<file path="config.mk">
export PLATFORM = sky130hd
export DESIGN_NAME = draw_sequencer
export DESIGN_NICKNAME = d
export VERILOG_FILES = /design/src/rtl/draw_seq_pkg.sv /design/src/rtl/vga_port_mux.sv /design/src/rtl/draw_sequencer.sv
export SDC_FILE = /design/constraint.sdc
export NUM_CORES = 1
export LEC_CHECK = 0
export CORE_AREA = 8 8 68 129
export DETAILED_ROUTE_END_ITERATION = 8
export DIE_AREA = 0 0 76 137
export PLACE_DENSITY_LB_ADDON = 0.15
export SYNTH_ARGS = -nofsm -noshare
export SYNTH_HDL_FRONTEND = slang
export SYNTH_SLANG_ARGS = --single-unit
export TNS_END_PERCENT = 10
</file>
<file path="constraint.sdc">
create_clock -name clock -period 2.8 [get_ports clock]
set_clock_uncertainty 0.15 [all_clocks]
set_input_delay 0.56 -clock clock [delete_from_list [all_inputs] [get_ports clock]]
set_output_delay 0.56 -clock clock [all_outputs]
set_load 0.01 [all_outputs]
</file>
<file path="src/rtl/draw_seq_pkg.sv">
`default_nettype none
// ============================================================================
// draw_seq_pkg: shared types and constants for the draw sequencer.
// Rev 1.0
// ============================================================================
package draw_seq_pkg;

   typedef enum logic [1:0] {
      ST_IDLE   = 2'd0,
      ST_START  = 2'd1,
      ST_WAIT   = 2'd2,
      ST_FINISH = 2'd3
   } state_t;

   localparam int NUM_STAGES = 3;
   localparam int X_W        = 8;
   localparam int Y_W        = 7;
   localparam int COLOUR_W   = 18;

   localparam logic [1:0] STAGE_CLEAR     = 2'd0;
   localparam logic [1:0] STAGE_SCENE     = 2'd1;
   localparam logic [1:0] STAGE_CROSSHAIR = 2'd2;

endpackage
`default_nettype wire

</file>
<file path="src/rtl/vga_port_mux.sv">
`default_nettype none
// ============================================================================
// vga_port_mux: picks one client's pixel-write signals, zeros when not valid.
// Rev 1.0
// ============================================================================
module vga_port_mux
   import draw_seq_pkg::*;
(
   input  logic [1:0]                     sel,
   input  logic                           valid,
   input  logic [NUM_STAGES*X_W-1:0]      client_x,
   input  logic [NUM_STAGES*Y_W-1:0]      client_y,
   input  logic [NUM_STAGES*COLOUR_W-1:0] client_colour,
   input  logic [NUM_STAGES-1:0]          client_write,
   output logic [X_W-1:0]                 vga_x,
   output logic [Y_W-1:0]                 vga_y,
   output logic [COLOUR_W-1:0]            vga_colour,
   output logic                           vga_write
);

   always_comb begin
      vga_x      = '0;
      vga_y      = '0;
      vga_colour = '0;
      vga_write  = 1'b0;
      if (valid) begin
         case (sel)
            STAGE_CLEAR: begin
               vga_x      = client_x[X_W-1:0];
               vga_y      = client_y[Y_W-1:0];
               vga_colour = client_colour[COLOUR_W-1:0];
               vga_write  = client_write[0];
            end
            STAGE_SCENE: begin
               vga_x      = client_x[2*X_W-1:X_W];
               vga_y      = client_y[2*Y_W-1:Y_W];
               vga_colour = client_colour[2*COLOUR_W-1:COLOUR_W];
               vga_write  = client_write[1];
            end
            STAGE_CROSSHAIR: begin
               vga_x      = client_x[3*X_W-1:2*X_W];
               vga_y      = client_y[3*Y_W-1:2*Y_W];
               vga_colour = client_colour[3*COLOUR_W-1:2*COLOUR_W];
               vga_write  = client_write[2];
            end
            default: ;
         endcase
      end
   end

endmodule
`default_nettype wire

</file>
<file path="src/rtl/draw_sequencer.sv">
`default_nettype none
// ============================================================================
// draw_sequencer: per-frame scheduler running clear/scene/crosshair clients
// in fixed order over the shared VGA write port. Rev 1.0
// ============================================================================
module draw_sequencer
   import draw_seq_pkg::*;
#(
   parameter int TIMEOUT = 20000
) (
   input  logic                           clock,
   input  logic                           reset,
   input  logic                           frame_tick,
   input  logic [NUM_STAGES-1:0]          stage_enable,
   output logic [NUM_STAGES-1:0]          client_start,
   input  logic [NUM_STAGES-1:0]          client_done,
   input  logic [NUM_STAGES*X_W-1:0]      client_x,
   input  logic [NUM_STAGES*Y_W-1:0]      client_y,
   input  logic [NUM_STAGES*COLOUR_W-1:0] client_colour,
   input  logic [NUM_STAGES-1:0]          client_write,
   output logic [X_W-1:0]                 vga_x,
   output logic [Y_W-1:0]                 vga_y,
   output logic [COLOUR_W-1:0]            vga_colour,
   output logic                           vga_write,
   output logic                           busy,
   output logic                           frame_done,
   output logic                           timeout_error,
   output logic [7:0]                     overrun_count
);

   localparam int             WD_W    = $clog2(TIMEOUT);
   localparam logic [WD_W-1:0] WD_LAST = WD_W'(TIMEOUT - 1);

   state_t                state, state_n;
   logic [1:0]            k, k_n;
   logic [NUM_STAGES-1:0] mask, mask_n;
   logic                  pending, pending_n;
   logic [WD_W-1:0]       wd, wd_n;
   logic                  set_error, overrun_inc, advance, mux_valid;

   always_ff @(posedge clock or negedge reset) begin
      if (!reset) begin
         state         <= ST_IDLE;
         k             <= STAGE_CLEAR;
         mask          <= '0;
         pending       <= 1'b0;
         wd            <= '0;
         timeout_error <= 1'b0;
         overrun_count <= '0;
      end else begin
         state   <= state_n;
         k       <= k_n;
         mask    <= mask_n;
         pending <= pending_n;
         wd      <= wd_n;
         if (set_error)
            timeout_error <= 1'b1;
         if (overrun_inc && overrun_count != 8'hFF)
            overrun_count <= overrun_count + 8'd1;
      end
   end

   always_comb begin
      state_n      = state;
      k_n          = k;
      mask_n       = mask;
      pending_n    = pending;
      wd_n         = wd;
      set_error    = 1'b0;
      overrun_inc  = 1'b0;
      advance      = 1'b0;
      client_start = '0;
      frame_done   = 1'b0;
      busy         = (state != ST_IDLE);

      if ((state == ST_START || state == ST_WAIT) && frame_tick) begin
         if (pending)
            overrun_inc = 1'b1;
         else
            pending_n = 1'b1;
      end

      case (state)
         ST_IDLE: begin
            if (frame_tick || pending) begin
               mask_n    = stage_enable;
               k_n       = STAGE_CLEAR;
               pending_n = 1'b0;
               state_n   = ST_START;
            end
         end
         ST_START: begin
            if (mask[k]) begin
               client_start[k] = 1'b1;
               wd_n            = '0;
               state_n         = ST_WAIT;
            end else begin
               advance = 1'b1;
            end
         end
         ST_WAIT: begin
            // A done arriving in the expiry cycle wins over the watchdog.
            if (client_done[k]) begin
               advance = 1'b1;
            end else if (wd == WD_LAST) begin
               set_error = 1'b1;
               advance   = 1'b1;
            end else begin
               wd_n = wd + 1'b1;
            end
         end
         ST_FINISH: begin
            frame_done = 1'b1;
            // A tick landing in this cycle counts as pending and starts the next frame.
            if (pending || frame_tick) begin
               mask_n    = stage_enable;
               k_n       = STAGE_CLEAR;
               pending_n = pending && frame_tick;
               state_n   = ST_START;
            end else begin
               state_n = ST_IDLE;
            end
         end
         default: state_n = ST_IDLE;
      endcase

      if (advance) begin
         if (k == STAGE_CROSSHAIR) begin
            state_n = ST_FINISH;
         end else begin
            k_n     = k + 2'd1;
            state_n = ST_START;
         end
      end
   end

   assign mux_valid = (state == ST_START || state == ST_WAIT) && mask[k];

   vga_port_mux u_mux (
      .sel           (k),
      .valid         (mux_valid),
      .client_x      (client_x),
      .client_y      (client_y),
      .client_colour (client_colour),
      .client_write  (client_write),
      .vga_x         (vga_x),
      .vga_y         (vga_y),
      .vga_colour    (vga_colour),
      .vga_write     (vga_write)
   );

endmodule
`default_nettype wire

</file>
==> results of run 1 <==
## critical path, delay by kind of cell, from the launching register on
family        cells  cell delay, ns
buf+inv           3            0.81
flops             1            0.41
fa+ha+maj         1            0.23
simple gates      1            0.18
## metrics by stage
stage               hold WS [ns]  instance area (sq um)
detailed placement         0.313                   4350
global placement           0.315                   4350
CTS                        0.328                   4570
finish                     0.324                   4670
floorplan                  0.114                   2640
global route               0.343                   4670
## what timing repair did
item	CTS	global route
endpoints found under the setup margin	34	35
resized for setup	3	37
gates cloned	0	0
pin swaps	0	0
buffers inserted	4	0
## final timing paths
kind	end	cells past startpoint
max	client_start[1]	5
min	timeout_error$_DFFE_PN0P_	1
min in group asynchronous	wd[5]$_DFFE_PN0P_	2
max in group asynchronous	k[1]$_DFF_PN0_	2
max reg2reg	register	8
min reg2reg	timeout_error$_DFFE_PN0P_	1
## layer usage
layer  track usage, %  vias up
li1                 -     1522
met1             20.9     1393
met2             33.4      102
met3             6.18        8
met4             3.52        0
met5                0        -
## cells in the mapped netlist (3+ instances only)
cell | n | area share [%]
a21oi_1 | 37 | 7.0
a31oi_1 | 5 | 1.2
buf_1 | 3 | 0.43
buf_2 | 4 | 0.76
clkbuf_1 | 11 | 1.6
dfrtp_1 | 32 | 30
ha_1 | 6 | 2.8
inv_1 | 11 | 1.6
mux2_2 | 4 | 1.7
mux2i_1 | 37 | 14
nand2_1 | 15 | 2.1
nand2b_1 | 3 | 0.71
nand3_1 | 13 | 2.5
nand4_1 | 6 | 1.4
nor2_1 | 83 | 12
nor3_1 | 3 | 0.57
o21ai_0 | 19 | 3.6
o31ai_1 | 9 | 2.6
xnor2_1 | 3 | 1.0
xor2_1 | 4 | 1.3
## flip-flops by register name (all words and copies together), names as in the netlist, named ones only
name           count
wd                15
mask               3
pending            1
k                  1
timeout_error      1
state              2
overrun_count      8
## layout make-up
class                      count  area share (%)
clock inverter                 1           0.644
timing repair buffer         175            39.1
tap                           92            2.47
sequential                    32            17.2
clock buffer                   7            3.27
multi-input combinational    277            36.4
inverter                      11           0.885
## where the power goes
group	total (mW)	internal, mW	switching, mW	leakage, nW
Clock	0.662	0.468	0.195	0.0901
Sequential	0.686	0.567	0.119	0.420
Combinational	2.77	1.35	1.43	1.90
Total	4.12	2.38	1.74	2.41
## cells by family (layout without fill, tap and decap cells)
group | after synthesis | count (layout) | synth area share [%]
AND/OR/NAND/NOR | 139 | 139 | 23.6
AO/OA/AOI/OAI | 84 | 84 | 19.4
multiplexers | 41 | 41 | 15.7
buffers and inverters | 33 | 194 | 5.74
flip-flops | 32 | 32 | 30.3
XOR/XNOR | 7 | 7 | 2.32
adder cells (fa/ha/maj) | 6 | 6 | 2.84
==> key figures, run 1 <==
Floorplan
  – Die X: 76 microns
  – Number of cell rows: 44
  – IO Count: 159
  – Core Area: 7100 sq um
  – Die area: 10400 sq um
  – Initial Utilization: 37.2%
  – Die height: 137 microns

Timing
  – Crit share post-route: 93.5%
  – Final WS setup: 0.181 ns
  – Final Slew Violations: 0
  – Final setup TNS: 0 ns
  – Slew margin rel.: 67.1%
  – Final Setup Violations: 0
  – Hold Fails Final Rpt: 0
  – RSZ-0062 raised after global routing: false
  – Maximum clock frequency: 382 MHz
  – Min Clock Period, post-route: 2.62 ns
  – Worst slew pin tran: 0.493 ns

Route
  – TritonRoute pass-1 iters: 4
  – Post-DR vias/cell: 5.08
  – First DRT Iteration DRCs: 183
  – DR vias: 3025
  – Final ANT Viol Nets: 0
  – Drt drc: 0
  – Met3 routed WL: 644 microns
  – Met2 routed WL: 5.61 mm
  – Max Used Layer: met4
  – WL/cell: 17.6 microns
  – Routed WL: 10.5 mm
  – Metal-1 WL: 4.14 mm

Clock tree
  – CTS Buf Count: 5
  – Worst-skew pair later-pin latency: 0.28 ns
  – Clock Path Buffers: 2
  – Root Buffer: clkbuf_16
  – Sink Count: 32
  – # H-tree levels: 2
  – CTS tree: done
  – Hold_buf cts: 0
  – Clk slew on worst S/H paths: 0.05 ns

Pwr
  – Power consumption: 4.12 mW
  – Leakage: 2.41 nW
  – Peak VDD IR: 0.698 mV
  – PD cells: 884 nW/um^2

GRT
  – First-pass GRT wire length: 15.8 mm
  – Largest net degree at the start of global routing: 35
  – Total grt overflow: 0
  – Vias in the first global route: 3017
  – Tot GR Track Use: 18.7%
  – Antenna violations before repair: 0

Cells and area
  – Fin nets: 619
  – Final Util: 65.7%
  – Fill cells: 600
  – Ant. Diodes: 0
  – Share of cells above drive strength 1: 7.75%
  – Area of the multi-input gates: 1700 sq um
  – Commonest cells after routing, fill and taps aside: clkdlybuf4s50_1, nor2_1, mux2i_1, a21oi_1, dlymetal6s2s_1
  – Most common cell after layout, fill and taps aside: clkdlybuf4s50_1
  – Layout area overhead: 76.8%
  – Sequential Area: 803 sq um
  – Non-Filler Instances: 595

Worst setup path
  – Crit Path Max Fanout: 5
  – Crit end category: primary output
  – Crit-path cells: inv_1 > ha_1 > inv_1 > nor3_1 > clkdlybuf4s50_1
  – Slowest cell on the critical path: clkdlybuf4s50_1
  – Crit-path max cell delay: 0.58 ns
  – Startpoint types: register
  – Internal reg-to-reg setup slack: 0.41 ns
  – Crit path DAT: 1.91 ns
  – Worst Path Required: 2.09 ns
  – Critical path class: register to primary output
  – Critical R2R Launch: state[0]$_DFFE_PN0P_
  – Critical Path Start: state[1]$_DFFE_PN0P_
  – Crit-path most repeated cell: inv_1

Place
  – RePlAce Congestion: 0.810
  – PortBufs: 158
  – Cells after DPL: 583
  – Post-DP HPWL: 8.10 mm
  – Setup slack at placement: 0.171 ns

Yosys
  – #FFs+latches synth: 32
  – Mean area per synthesized cell: 7.72 sq um
  – Synth warnings: 0
  – Syn Nets: 459
  – Post-synth ARST share: 100%
  – EDFF count, synth: 0
  – Sequential area share after synthesis: 30.3%
  – Syn Inst Count: 342
  – Mapped cell area: 2640 sq um
  – Main flop type after synthesis: dfrtp_1
  – Yosys cell types: 45

Flow run
  – Max Cap Viol: 0

Min path
  – Worst min-delay path class: register to register
  – Min-delay src: timeout_error$_DFFE_PN0P_

Status
  – Status: finished clean
Note: power is estimated with default switching activity, not from simulation.
==> run 2: changes to the inputs <==
--- a/config.mk
+++ b/config.mk
@@ -6,9 +6,10 @@
 export NUM_CORES = 1
 export LEC_CHECK = 0
 export CORE_AREA = 8 8 68 129
+export CTS_CLUSTER_DIAMETER = 100
 export DETAILED_ROUTE_END_ITERATION = 8
 export DIE_AREA = 0 0 76 137
-export PLACE_DENSITY_LB_ADDON = 0.15
+export PLACE_DENSITY = 0.8
 export SYNTH_ARGS = -nofsm -noshare
 export SYNTH_HDL_FRONTEND = slang
 export SYNTH_SLANG_ARGS = --single-unit
==> run 2 against run 1 <==
  * Non-clock buffer count fell by 4
  * Utilization fell by 1.6 points
  * Sequential share of layout area rose by 0.41 points
  * Register-to-register slack got worse by 0.03 ns
  * Die area did not move
  * Routed wire length fell by 2.6%
  * First-iteration DRC count rose by 8.2%
  * Count of clock-buffer cells in the layout fell by 2
  * Sequential power fell by 1%
  * Critical path depth rose by 1
  * Total power fell by 4.1%
  * Largest cell class unchanged
  * Highest routed layer unchanged
==> key figures, run 2 (synthesized netlist as in run 1, its figures left out) <==
Place
  – PortBufs: 158 (unchanged)
  – Setup slack at placement: 0.182 ns (+0.0110 ns)
  – RePlAce Congestion: 0.808 (-0.27%)
  – Post-DP HPWL: 7.98 mm (-1.4%)
  – Cell Area, Placed: 4350 sq um (unchanged)

GRT
  – Total grt overflow: 0 (unchanged)
  – Antenna violations before repair: 0 (unchanged)
  – First-pass GRT wire length: 15.7 mm (-0.31%)
  – Met1 Usage GRT: 21.2% (+0.28 points)
  – Largest net degree at the start of global routing: 35 (unchanged)
  – Vias in the first global route: 3113 (+3.2%)
  – Met2 usage: 30.1% (-3.4 points)
  – Tot GR Track Use: 18.4% (-0.29 points)
  – Routing usage on met3: 8.55% (+2.4 points)
  – Global routing's busiest layer: met2

Pwr
  – Comb pwr share: 69.5% (+2.2 points)
  – Leakage: 2.25 nW (-6.4%)
  – Power consumption: 3.95 mW (-4.1%)
  – Internal: 2.19 mW (-8.1%)
  – Sw frac: 44.7% (+2.4 points)
  – Psw: 1.77 mW (+1.4%)
  – Reg power frac: 17.1% (+0.5 points)
  – Clk network pwr share: 13.4% (-2.7 points)
  – Peak VDD IR: 0.507 mV (-27%)
  – PD cells: 869 nW/um^2 (-1.7%)

Cells and area
  – Biggest register: wd
  – Final Util: 64.1% (-1.6 points)
  – Final Cell Area: 4550 sq um (-2.5%)
  – Fill cells: 606 (+1.0%)
  – Share of cells above drive strength 1: 6.61% (-1.1 points)
  – Biggest regs: wd (15), overrun_count (8), mask (3)
  – Fin nets: 615 (-0.65%)
  – Layout area overhead: 72.5%
  – Commonest cells after routing, fill and taps aside: clkdlybuf4s50_1, nor2_1, mux2i_1, a21oi_1, dfrtp_1
  – Max reg flops: 15 (unchanged)
  – Most common cell after layout, fill and taps aside: clkdlybuf4s50_1
  – Ant. Diodes: 0 (unchanged)

Clock tree
  – CTS tree: done
  – CTS Buf Count: 5 (unchanged)
  – Root Buffer: clkbuf_16
  – Clk slew on worst S/H paths: 0.05 ns (about the same)
  – Worst-skew pair later-pin latency: 0.28 ns (about the same)
  – # H-tree levels: 2 (unchanged)
  – Clock Path Buffers: 2 (unchanged)
  – Sink Count: 32 (unchanged)
  – Post-CTS Setup Repair Bufs: 0 (-4)

Worst setup path
  – Worst Path Required: 2.09 ns (about the same)
  – Crit end category: primary output
  – Crit-path max cell delay: 0.55 ns (-0.03 ns)
  – Crit path DAT: 2.07 ns (+0.16 ns)
  – Startpoint types: register
  – Critical path class: register to primary output
  – Family with the most delay on the worst path: buffers and inverters
  – Slowest cell on the critical path: clkdlybuf4s50_1
  – CP bufs+invs: 2 (-1)
  – Crit-path cells: mux2i_1 > o21ai_1 > nand2_1 > buf_12 > nor2_1 > clkdlybuf4s50_1
  – Crit Path Max Fanout: 34 (+29)

Timing
  – Worst slew pin tran: 0.584 ns (+0.0914 ns)
  – Min Clock Period, post-route: 2.78 ns (+0.161 ns)
  – Final setup TNS: 0 ns (unchanged)
  – Final WS setup: 0.0200 ns (-0.161 ns)
  – Crit share post-route: 99.3% (+5.8 points)
  – Maximum clock frequency: 360 MHz (-5.8%)
  – Final Setup Violations: 0 (unchanged)
  – Hold Fails Final Rpt: 0 (unchanged)
  – RSZ-0062 raised after global routing: true
  – Final Slew Violations: 0 (unchanged)
  – Slew margin rel.: 60.7% (-6.4 points)

Route
  – Post-DR vias/cell: 5.20 (+2.2%)
  – TritonRoute pass-1 iters: 5 (+1)
  – DR vias: 3072 (+1.6%)
  – Drt drc: 0 (unchanged)
  – Final ANT Viol Nets: 0 (unchanged)
  – Routed WL: 10.2 mm (-2.6%)
  – First DRT Iteration DRCs: 198 (+8.2%)
  – WL/cell: 17.3 microns (-2.0%)

Floorplan
  – Die area: 10400 sq um (unchanged)
  – Initial Utilization: 37.2% (unchanged)
  – Core Area: 7100 sq um (unchanged)
  – Die X: 76 microns (unchanged)
  – IO Count: 159 (unchanged)
  – Number of cell rows: 44 (unchanged)
  – Die height: 137 microns (unchanged)

Min path
  – Worst min-delay path class: register to register

Status
  – Status: finished clean

Flow run
  – Max Cap Viol: 0 (unchanged)
## run 2: path summary, 6_finish.rpt
| path | startpoint | end | slack, ns | cells after the start |
|---|---|---|---|---|
| worst max-delay path | register | vga_x[5] | 0.02 | 6 |
| worst min-delay path | wd[11]$_DFFE_PN0P_ | wd[11]$_DFFE_PN0P_ | 0.34 | 1 |
| worst max register to register | state[0]$_DFFE_PN0P_ | wd[14]$_DFFE_PN0P_ | 0.38 | 9 |
| worst min register to register | wd[11]$_DFFE_PN0P_ | wd[11]$_DFFE_PN0P_ | 0.34 | 1 |
| max in group asynchronous | reset | async pin | 1.65 | 2 |
| min in group asynchronous | reset | wd[10]$_DFFE_PN0P_ | 0.53 | 2 |
## run 2: power groups by stage
stage	logic [mW]	clock network, mW	registers [mW]
final	2.75	0.530	0.677
after global placement	2.81	0	0.681
after detailed placement	2.84	0	0.682
after global routing	3.00	0.560	0.693
after CTS	2.82	0.537	0.677
after floorplan	1.61	0	0.660
## run 2: final cells by class
type                            count  area (sq um)  share of cell area, %
Sequential cell                    32           802                   17.6
Tap cell                           92           115                   2.53
Timing Repair Buffer              171          1760                   38.7
Clock buffer                        5           125                   2.75
Inverter                           11          41.3                  0.907
Clock inverter                      3          18.8                  0.412
Multi-Input combinational cell    277          1690                   37.1
## run 2: layer usage
| layer | wire length [microns] | vias up | part of all wire (%) |
|---|---|---|---|
| li1 | - | 1514 | - |
| met1 | 4020 | 1404 | 39 |
| met5 | 0 | - | 0 |
| met4 | 168 | 0 | 1.6 |
| met2 | 5060 | 135 | 50 |
| met3 | 958 | 19 | 9.4 |
## run 2: worst reg2reg max path, cell delays in order, from the launching register on
cell and delay, ns:
dfrtp_1 0.39, inv_1 0.08, ha_1 0.30, buf_4 0.21, nand4_1 0.17, nor4_1 0.33, buf_4 0.21, a31oi_1 0.08
o21bai_1 0.16, a22o_1 0.21
## run 2: timing repair
action / in CTS / in global routing
resized for setup: 9 / 26
hold buffers: 0 / 0
endpoints found under the setup margin: 34 / 27
hold endpoints to repair: 0 / 0
## run 2: stage by stage
stage               hold WS [ns]  instances
floorplan                  0.114        342
global placement           0.318        583
detailed placement         0.321        583
CTS                        0.328        591
global route               0.341        591
finish                     0.336        591
==> RTL edit 1 (config.mk and constraints of run 1) <==
Reset style: synchronous (`reset`), changed in one clocked block.
--- a/src/rtl/draw_sequencer.sv
+++ b/src/rtl/draw_sequencer.sv
@@ -39,5 +39,5 @@
    logic                  set_error, overrun_inc, advance, mux_valid;
 
-   always_ff @(posedge clock or negedge reset) begin
+   always_ff @(posedge clock) begin
       if (!reset) begin
          state         <= ST_IDLE;
Formal check against the unedited RTL: differs if reset is asserted again (counterexample within 4 cycles, from zero or initial values and one cycle with reset low); with reset held inactive, the same outputs for 10 cycles.
==> RTL edit 1 against run 1 <==
  * Fmax decreased by 3.1%
  * Design area decreased by 1.9%
  * First-iteration DRC count decreased by 30%
  * Routed wire length increased by 2.9%
  * Area after synthesis decreased by 1.6%
  * Worst setup slack got worse by 0.083 ns
  * Sequential cell count unchanged
  * Critical path type unchanged
  * Critical endpoint is now vga_x[7]
Power is not compared: it rests on default switching activity, and its combinational part moved more than twofold at a synthesized area within 25%.
==> RTL edit 1: results (changes against run 1) <==
Worst Path Max Fanout = 34 (+29)
HPWL Detailed = 8610 µm (+6.4%)
Slew Limit Headroom = 67.2% (about the same)
GR Util met2 = 34.0% (+0.53 points)
DP Worst Slack = 0.160 ns (-0.0112 ns)
Vias in the first global route = 3,104 (+2.9%)
Dpl cell area = 0.00435 mm² (-0.11%)
IR drop worst, VDD = 0.367 mV
Status = finished clean
Yosys cell types = 46 (+2.2%)
Top cells by area, synth = dfxtp_1, mux2i_1, nor2_1
Final core occ = 64.5% (-1.2 points)
Synth cell count leaders = nor2_1, a21oi_1, mux2i_1, dfxtp_1, nand2_1
First-pass GRT wire length = 16,200 µm (+2.7%)
WL/cell = 17.5 µm (-0.94%)
Reg2reg start = k[1]
CP peak stage delay = 0.55 ns (-0.03 ns)
CTS buffer count = 5 (unchanged)
M3 GR Usage = 6.45% (+0.26 points)
# nets final = 643 (+3.9%)
Register area share after synthesis = 24.7% (-5.7 points)
GR Layer Usage met1 = 21.2% (+0.27 points)
Filler cells = 623 (+3.8%)
CTS max path bufs = 2 (unchanged)
Global-route usage over all layers = 19.1% (+0.42 points)
Port bufs = 158 (unchanged)
Routability Congestion = 0.859 (+5.9%)
Main flop type after synthesis = dfxtp_1
Mapped Cells = 367 (+7.3%)
Post-Place Cells = 609 (+4.5%)
Routed WL = 10,800 µm (+2.9%)
Critical Path AT = 1.99 ns (+0.08 ns)
Post-CTS Setup Repair Bufs = 2 (-2)
Hold Startpoint = timeout_error
Share of post-route cells with drive strength above 1 = 7.41% (-0.34 points)
Biggest registers after layout = wd: 15 flops, overrun_count: 8 flops, mask: 3 flops
Syn nets = 484 (+5.4%)
Initial DRC Count = 129 (-30%)
Vias post-DR = 3,159 (+4.4%)
Async SR Flop Fraction = 0% (-100 points)
CTS-repair resized insts = 1 (-2)
Htree depth = 2 (unchanged)
## RTL edit 1: cell count changes after synthesis, sizes merged, moves of 6 or more
cell and delta:
nor2 +8, a21oi +6, o221a +6, dfrtp -32, o31ai -9, nand2 +15, o21ai -10, dfxtp +32
## RTL edit 1: worst paths after layout
| check | to | slack (ns) | cells after the start |
|---|---|---|---|
| max | vga_x[7] | 0.1 | 8 |
| min | timeout_error | 0.33 | 2 |
| max reg2reg | wd[4] | 0.51 | 7 |
| min reg2reg | timeout_error | 0.33 | 2 |
## RTL edit 1: cell families after synthesis
family	share of synthesized area [%]
flops	24.7
simple gates	30.0
compound gates	18.4
fa+ha+maj	2.89
buf+inv	5.01
mux	16.8
xor+xnor	2.36
## RTL edit 1: cell type report
class                           instances  area share, %
Tap cell                               92           2.51
Timing Repair Buffer                  176           39.6
Multi-Input combinational cell        302           40.1
Clock buffer                            6           2.81
Clock inverter                          1          0.109
Inverter                                9          0.738
Sequential cell                        32           14.1
## RTL edit 1: per-layer routing
| metal | vias up | wire (µm) | share of wire (%) |
|---|---|---|---|
| met5 | - | 0 | 0 |
| met4 | 0 | 159 | 1.5 |
| met3 | 15 | 719 | 6.7 |
| met2 | 107 | 5680 | 53 |
| met1 | 1437 | 4230 | 39 |
| li1 | 1600 | - | - |
## RTL edit 1: power by group through the flow
| stage | combinational, mW | sequential, mW | clock (mW) |
|---|---|---|---|
| 6_report | 0.690 | 0.495 | 0.504 |
| 2_1_floorplan | 0.341 | 0.499 | 0 |
| 4_1_cts | 0.699 | 0.495 | 0.513 |
| 3_3_place_gp | 0.691 | 0.503 | 0 |
| 5_1_grt | 0.754 | 0.497 | 0.536 |
| 3_5_place_dp | 0.687 | 0.503 | 0 |
==> RTL edit 2 (config.mk and constraints of run 1) <==
Without the edit above. `NUM_STAGES`: 3 -> 5.
--- a/src/rtl/draw_seq_pkg.sv
+++ b/src/rtl/draw_seq_pkg.sv
@@ -13,5 +13,5 @@
    } state_t;
 
-   localparam int NUM_STAGES = 3;
+   localparam int NUM_STAGES = 5;
    localparam int X_W        = 8;
    localparam int Y_W        = 7;
Ports: changed (7 resized); port bits go from 159 to 233. The function was not compared with the original's and may differ.
==> RTL edit 2 against run 1 <==
  * Power shrank 5.9%
  * Non-clock buffer count grew 4
  * Sequential power grew 2%
  * Worst setup slack lost 0.011 ns
  * Fmax shrank 0.42%
  * Area after synthesis is essentially flat
  * Die area is the same
  * Utilization shrank 1.8 points
  * Routed wire length shrank 1.0%
  * Design area shrank 2.7%
  * Synthesized cell count shrank 1.8%
  * Sequential cell count grew 1
  * Critical path depth is the same
  * Global-route usage grew 1.0 points
  * Highest routed layer unchanged
==> RTL edit 2: results (changes against run 1) <==
Largest net degree at the start of global routing = 35 (unchanged)
Share of post-route cells with drive strength above 1 = 7.82% (+0.062 points)
Yosys cell types = 41 (-8.9%)
Status = finished clean
Critical path's slowest cell = mux4_2
Worst R2R Path Depth = 7 (-1)
Vias in the first global route = 3,071 (+1.8%)
Critical register-to-register path endpoint = wd[10]
Mapped Cells = 336 (-1.8%)
IR drop worst, VDD = 0.624 mV (-11%)
Leakage power = 2.00 nW (-17%)
WL/cell = 17.6 µm (-0.33%)
Cell family with the largest share of critical-path delay = multiplexers
Top cells by area, synth = dfrtp_1, mux2i_1, nor2_1
# nets final = 688 (+11%)
CP peak stage delay = 0.56 ns (-0.02 ns)
Worst Path Max Fanout = 34 (+29)
Routed WL = 10,400 µm (-1.0%)
Critical Path AT = 1.92 ns
Hold Slack = 0.310 ns (-0.0140 ns)
Multi-input gate area = 0.00169 mm² (-0.37%)
Routability Congestion = 0.827 (+2.1%)
Post-Place Cells = 584 (+0.17%)
DP Worst Slack = -0.0769 ns (-0.248 ns)
CTS-repair resized insts = 37 (+34)
Dpl cell area = 0.00443 mm² (+1.8%)
Initial DRC Count = 185 (+1.1%)
Biggest registers after layout = wd: 15 flops, overrun_count: 8 flops, mask: 4 flops
Register area share after synthesis = 31.3% (+0.96 points)
FF-to-FF setup slack = 0.22 ns (-0.19 ns)
Async SR Flop Fraction = 100% (unchanged)
First-pass GRT wire length = 16,600 µm (+5.2%)
HPWL Detailed = 8230 µm (+1.7%)
Worst Tran Pin Value = 0.710 ns (+0.218 ns)
Hold Crit Depth = 2 (+1)
Synth cell count leaders = nor2_1, a21oi_1, mux2i_1, dfrtp_1, clkbuf_1
Initial antenna violation count = 0 (unchanged)
Global-route usage over all layers = 19.7% (+1.0 points)
Hold endpoint = timeout_error
Post-CTS Setup Repair Bufs = 0 (-4)
Port bufs = 161 (+1.9%)
Filler cells = 639 (+6.5%)
[RTL edit 2: cell types whose count changed after synthesis, moves of 4 or more]
| cell | run 1 | this run |
|---|---|---|
| o21ai_0 | 19 | 14 |
| nand4_1 | 6 | 10 |
| nand3_1 | 13 | 8 |
| a31oi_1 | 5 | 1 |
| inv_1 | 11 | 7 |
| a21oi_1 | 37 | 48 |
| nor2_1 | 83 | 73 |
| clkbuf_1 | 11 | 18 |
| or3_1 | 0 | 6 |
[RTL edit 2: how the worst max path moves through the flow]
stage | startpoint | end | slack, ns | depth (start not counted)
after global routing | flop | vga_y[5] | 0.03 | 7
after floorplan | client_done[3] | wd[13] | 0.46 | 5
after CTS | state[1] | client_start[1] | 0.16 | 5
final | flop | vga_y[3] | 0.17 | 5
after detailed placement | client_done[3] | wd[13] | -0.08 | 6
after global placement | client_done[3] | wd[11] | -0.07 | 7
[RTL edit 2: metal layers]
layer | part of all wire [%] | track usage, % | up-vias
met4 | 1.4 | 5.16 | 0
met1 | 41 | 24.4 | 1398
met5 | 0 | 0 | -
li1 | - | - | 1518
met3 | 6.8 | 5.53 | 11
met2 | 51 | 32.6 | 120
[RTL edit 2: cell families after synthesis]
logic type | synth area share [%]
other cells | 0.142
simple gates | 23.8
buf+inv | 4.74
fa+ha+maj | 2.85
xor+xnor | 2.32
flops | 31.3
mux | 17.6
compound gates | 17.3
[RTL edit 2: area by class of cell]
| class | instances | share of cell area [%] |
|---|---|---|
| tap | 92 | 2.54 |
| sequential | 33 | 18.2 |
| clock buffer | 7 | 3.14 |
| multi-input combinational | 273 | 37.3 |
| inverter | 7 | 0.579 |
| timing repair buffer | 179 | 38.3 |
[RTL edit 2: power breakdown]
group | internal [mW] | switching (mW)
clock | 0.349 | 0.193
combinational | 1.24 | 1.40
sequential | 0.587 | 0.113
total | 2.17 | 1.71
